===== config.mk =====
export PLATFORM = sky130hd
export DESIGN_NAME = chaos_shift_keygen
export DESIGN_NICKNAME = d
export VERILOG_FILES = /design/src/rtl/chaos_shift_keygen.sv
export SDC_FILE = /design/constraint.sdc
export NUM_CORES = 1
export LEC_CHECK = 0
export CAP_MARGIN = 10
export CORE_MARGIN = 8
export CORE_UTILIZATION = 66
export CTS_BUF_LIST = sky130_fd_sc_hd__clkbuf_4 sky130_fd_sc_hd__clkbuf_8
export CTS_CLUSTER_SIZE = 16
export DETAILED_ROUTE_END_ITERATION = 12
export PLACE_DENSITY = 0.95
export SYNTH_ARGS = -nofsm -noshare
export SYNTH_HDL_FRONTEND = slang
export SYNTH_SLANG_ARGS = --single-unit
export TNS_END_PERCENT = 100

===== constraint.sdc =====
create_clock -name clk -period 8.1 [get_ports clk]
set_input_delay 1.62 -clock clk [delete_from_list [all_inputs] [get_ports clk]]
set_output_delay 1.62 -clock clk [all_outputs]
set_load 0.05 [all_outputs]

===== src/rtl/chaos_shift_keygen.sv =====
// chaos_shift_keygen: logistic-map generator streaming the M then N shift-key arrays
module chaos_shift_keygen #(
    parameter int unsigned WARMUP = 64,
    parameter int unsigned ROWS   = 256,
    parameter int unsigned COLS   = 256
) (
    input  logic        clk,
    input  logic        rst,
    input  logic        start,
    input  logic [15:0] seed,
    input  logic [17:0] r_param,
    output logic        busy,
    output logic        done,
    output logic        key_valid,
    input  logic        key_ready,
    output logic        key_sel,
    output logic [7:0]  key_idx,
    output logic [7:0]  key_data
);
    localparam logic [2:0] IDLE   = 3'd0;
    localparam logic [2:0] WARM   = 3'd1;
    localparam logic [2:0] CALC_A = 3'd2;
    localparam logic [2:0] CALC_B = 3'd3;
    localparam logic [2:0] OUT    = 3'd4;
    localparam logic [2:0] FIN    = 3'd5;
    localparam logic [8:0] LAST   = 9'(ROWS + COLS - 1);

    logic [2:0]  r_state;
    logic [15:0] r_x;
    logic [17:0] r_r;
    logic [15:0] r_p;
    logic [8:0]  r_cnt;
    logic [31:0] r_wcnt;
    logic [15:0] w_p;
    logic [17:0] w_q;
    logic [15:0] w_xn;

    // p = x*(1-x) in Q0.16; 1-x is the bitwise complement
    assign w_p  = 16'(({16'd0, r_x} * {16'd0, ~r_x}) >> 16);
    // q = r*p in Q2.16, saturated to the Q0.16 range and kept off the zero fixed point
    assign w_q  = 18'(({16'd0, r_r} * {18'd0, r_p}) >> 16);
    assign w_xn = (w_q > 18'h0FFFF) ? 16'hFFFF : ((w_q == 18'd0) ? 16'h0001 : w_q[15:0]);

    assign key_valid = (r_state == OUT);
    assign key_data  = r_x[15:8];
    assign key_sel   = r_cnt[8];
    assign key_idx   = r_cnt[7:0];
    assign busy      = (r_state != IDLE) && (r_state != FIN);
    assign done      = (r_state == FIN);

    // Sequencer: latch inputs, warm up the map, then emit one word per iteration
    always_ff @(posedge clk or posedge rst) begin
        if (rst) begin
            r_state <= IDLE;
            r_x     <= '0;
            r_r     <= '0;
            r_p     <= '0;
            r_cnt   <= '0;
            r_wcnt  <= '0;
        end else begin
            case (r_state)
                IDLE: if (start) begin
                    r_x     <= (seed == 16'd0) ? 16'h0001 : seed;
                    r_r     <= r_param;
                    r_cnt   <= '0;
                    r_wcnt  <= '0;
                    r_state <= CALC_A;
                end
                WARM, CALC_A: begin
                    r_p     <= w_p;
                    r_state <= CALC_B;
                end
                CALC_B: begin
                    r_x <= w_xn;
                    if (r_wcnt < WARMUP) begin
                        r_wcnt  <= r_wcnt + 32'd1;
                        r_state <= WARM;
                    end else begin
                        r_state <= OUT;
                    end
                end
                OUT: if (key_ready) begin
                    r_cnt   <= r_cnt + 9'd1;
                    r_state <= (r_cnt == LAST) ? FIN : CALC_A;
                end
                FIN: r_state <= IDLE;
                default: r_state <= IDLE;
            endcase
        end
    end
endmodule


Word level (Yosys, flattened, before mapping)
Index checks and enable logic that the tools add are counted.
- register bits after elaboration: 94
- output and inout bits: 20
- add/subtract/negate cells: 2
- multipliers: 2
- $lt $le $gt $ge: 2
- eq/ne operators: 10
- mux-type cells: 16
- bitwise gates (word level): 1
- reductions and logical operators: 13
- operator list (kind ; number):
    $mux W16 ; 4
    $mux W32 ; 2
    $pmux W32 S2 ; 1
    $mul A18 B16 Y34 ; 1
    $add A32 B1 Y32 const B ; 1
    $lt A32 B7 Y1 const B ; 1
    $mul A16 B16 Y32 ; 1
    $pmux W16 S2 ; 1
    $gt A18 B16 Y1 const B ; 1
    $logic_not A18 Y1 ; 1
    $mux W9 ; 2
    $pmux W9 S2 ; 1
    $logic_not A16 Y1 ; 1
    $not A16 Y16 ; 1
    $mux W3 ; 4
    $pmux W3 S4 ; 1
    $add A9 B1 Y9 const B ; 1
    $eq A9 B9 Y1 const B ; 1
    $eq A3 B2 Y1 const B ; 2
    $eq A3 B3 Y1 const B ; 2
    $reduce_and A2 Y1 ; 3
    $reduce_and A3 Y1 ; 2
    $ne A2 B2 Y1 const B ; 2
    $reduce_bool A2 Y1 ; 2
    other kinds (7) ; 7

Depth between registers and ports, before layout
Gate-level depths: netlist of run 1.
- depth after elaboration: 5
- depth in mapped cells: 26
- gate-level depth less buffers: 24

Worst setup path before layout of run 1
No wires, ideal clock.
- path kind: reg-to-reg
- start: register r_p[12]
- end: register r_x[0]
- arrival time: 6154 ps
- path slack: 1843 ps
- cell stages (with the launch flop): 21
- path buffers: 2
- period minus slack after synthesis: 6257 ps
- cells stage by stage: dfrtp_1 -> clkbuf_1 -> clkbuf_1 -> nand2_1 -> fa_1 -> inv_1 -> fa_1 -> fa_1 -> fa_1 -> fa_1 -> fa_1 -> ha_1 -> a21o_1 -> a31o_1 -> a21oi_1 -> o21ai_0 -> a31oi_4 -> o21ai_0 -> a2111oi_2 -> nand4_1 -> o41ai_2
- word-level cells in the longest chain between the ends: 5
- elaborated cells on any way between the ends: 6
- classes of those cells: mul (1); order compare (1); mux (3); reduce/logical (1)
- ends and longest elaborated chain (item ; RTL line ; RTL):
    from (decl) ; 31 ; logic [15:0] r_p;
    from (signal assigned) ; 70 ; r_p <= w_p;
    $mul A18 B16 Y34 (*) ; 41 ; assign w_q = 18'(({16'd0, r_r} * {18'd0, r_p}) >> 16);
    parallel branches: the longest is 2 deep, another holds $gt A18 B16 Y1 ; n/a ;
    $mux W16 (*) ; 42 ; assign w_xn = (w_q > 18'h0FFFF) ? 16'hFFFF : ((w_q == 18'd0) ? 16'h0001 : w_q[15:0]);
    $pmux W16 S2 (*) ; 61 ; case (r_state)
    to (signal assigned) ; 63 ; r_x <= (seed == 16'd0) ? 16'h0001 : seed;
    to (signal assigned) ; 74 ; r_x <= w_xn;
    to (decl) ; 29 ; logic [15:0] r_x;
Every way passes the cells marked *.
A chain may end at the register's enable or synchronous reset.

Worst setup path in the final report of run 1
- start: register r_x[9]
- end: register r_p[6]
- word-level cells in the longest chain between the ends: 2
- ends and longest elaborated chain (item ; RTL line ; RTL):
    $not A16 Y16 ; 39 ; assign w_p = 16'(({16'd0, r_x} * {16'd0, ~r_x}) >> 16);
    $mul A16 B16 Y32 (*) ; 39 ;
Mark *: on every way between the ends. The rest lies on a longest branch, timed or not.

==> results.cfg, run 1 <==
[status]
status = finished clean

[setup_path]
cp-start-kind = flop
startpoint = r_x[9]
path_class = reg -> reg
r2r_start = r_x[9]
critPathMaxFanout = 18
required_ns = 8.31
cp_data_arrival_time_ns = 7.41
end_kind = flop

[run]
maxCapViolCount = 0

[clocking]
cts_sinks = 94
cts_root_buf = clkbuf_8
clock_path_buffers = 2
cts_buffers = 9
tritoncts = yes
clk_pin_slew_ns = 0.13
cts_hold_buf = 0
post_cts_buffers = 0
worst_skew_pair.late_latency_ns = 0.40
h-tree-depth = 3
cts.repair.resized = 0

[global_routing]
grt_use_total = 0.3170
antenna_found_initial = 0
grt_pass1_wl_um = 92750
grt_pass1_vias = 18710
grt_overflow_total = 0
grt_start_max_net_pins = 66

[synth]
postSynthAreaPerCell_sq_um = 8.860
synth_edf_count = 0
syn-cell-area_sq_um = 20570
synthCells = 2322
synth_top_area_frac = 0.3853
synth_area_leaders = fa_1 (39%), ha_1 (14%), dfrtp_1 (11%)
syn_nets = 2992
yosysSeqAreaShare = 0.1143
synthArstFlopShare = 1.000
synth-seq-cells = 94
yosys.area.top_type = fa_1
synth_warnings = 0
synth_flop_cell = dfrtp_1
ys_types = 60

[routing]
drc_errors = 0
drtAntennaViolNets = 0
vias_per_cell = 6.147
post_drt_wl_per_cell_um = 20.44
dr.pass1.iters = 7
drt_iter0_drc = 1773
routed_wl_um = 55220
vias = 16610

[sta]
rsz0062_at_grt = false
tightest_slew_ns = 1.312
finalClockSkew_ns = 0.03306
clock.fmax_mhz = 138.8
drv_slew = 0
setup_violations = 0
period_needed_ns = 7.203
slew_headroom = 0.1254
timing.final.crit_share = 0.8893
finalHoldViolations = 0
tns_ns = 0

[floorplanning]
initial_core_util = 0.6708
fp-row-count = 64
pin_count = 58
die_x_um = 192.6
core_region_area_sq_um = 30670
die-height_um = 192.6
die_area_sq_um = 37080

[layout]
layout_common_cells = inv_1 (458), nand2_1 (426), fa_1 (396)
drive_gt1_frac = 0.02255
stdcell_area_sq_um = 21560
n_antenna_cell = 0
syn2layout_area_growth_pct = 4.816
nets = 2971
final_common_cell = inv_1

[min_path]
worstHoldStart = r_wcnt[31]
min_path_type = reg -> reg

[placed_design]
io_buffers = 57
dpl.hpwl_um = 42690
placed_area_sq_um = 21370
gp_congestion = 0.9252
[sequential cells by signal (all words and copies together) (netlist names)]
| name | flops |
|---|---|
| r_cnt | 9 |
| r_wcnt | 32 |
| r_p | 16 |
| r_state | 3 |
| r_x | 16 |
| r_r | 18 |
[final cells by class]
cell class	count	area, sq um
clock buffers	10	137.6
fillers	1990	9105
flip-flops and latches	94	2352
clock inverters	6	61.31
inverters	467	1755
well taps	396	495.5
multi-input cells	1649	16020
repair buffers	80	743.2
[stage by stage]
| step | util | setup slack, ns | hold WS, ns | cells |
|---|---|---|---|---|
| 2_1_floorplan | - | 1.843 | 0.4634 | 2322 |
| 3_3_place_gp | 0.6966 | 1.368 | 0.4837 | 2686 |
| 3_5_place_dp | 0.6966 | 1.108 | 0.4899 | 2686 |
| 4_1_cts | 0.7031 | 1.031 | 0.5149 | 2702 |
| 5_1_grt | 0.7031 | 0.6212 | 0.5593 | 2702 |
| 6_report | 0.7031 | 0.8967 | 0.5108 | 2702 |
[cells by family after synthesis]
| family | synth area share |
|---|---|
| buf+inv | 0.1074 |
| flops | 0.1143 |
| fa+ha+maj | 0.5289 |
| simple gates | 0.1745 |
| xor+xnor | 0.01745 |
| compound gates | 0.05546 |
| mux | 0.001946 |
[metal layers]
metal	wire, um	GRT usage
met1	19060	0.3750
met2	26430	0.5209
met3	6411	0.08385
met4	3318	0.1789
met5	0	0
[cells in the mapped netlist, types with 8 or more instances]
master and n:
inv_1 459, nand2_1 426, fa_1 396, ha_1 236, nor2_1 158, and2_1 140
dfrtp_1 94, clkbuf_1 90, a21oi_1 43, o21ai_0 32, xor2_1 21, xnor2_1 20
and3_1 15, a32oi_1 13, nor4_1 13, nor3_1 12, nand4_1 10, o21a_1 10
a21o_1 9, a31oi_1 9, buf_1 9, buf_4 8, clkinv_1 8, nand3_1 8
[critical path, cell delays in order, from the launching register on]
cell and delay [ns]:
dfrtp_1 0.96, inv_1 0.57, nand2_1 0.22, fa_1 0.44
inv_1 0.12, fa_1 0.46, fa_1 0.56, inv_1 0.05
fa_1 0.45, fa_1 0.51, inv_1 0.06, fa_1 0.46
ha_1 0.31, a21oi_1 0.31, o22ai_1 0.17, nor2_1 0.16
o21ai_0 0.15, or2_2 0.34, a21boi_0 0.31, xnor2_1 0.23
o21ai_0 0.14
[path summary, 6_finish.rpt]
kind                              end  slack, ns  cells after the start
max                            r_p[6]       0.90                     20
min                        r_wcnt[31]       0.51                      2
max reg2reg                    r_p[6]       0.90                     20
min reg2reg                r_wcnt[31]       0.51                      2
max in group asynchronous   r_wcnt[8]       5.33                      3
min in group asynchronous  r_state[1]       1.60                      2
Power of run 1 is left out: the tool's default activity adds up to more than one toggle a clock period on the data nets, which glitch-free logic cannot reach.
==> run 2, diff against run 1 <==
Settings changed: SLEW_MARGIN set to 5.
==> results of run 2 <==
No change in the layout: final DEF, timing and power equal those of run 1.
Power of run 2 is left out for the same reason.
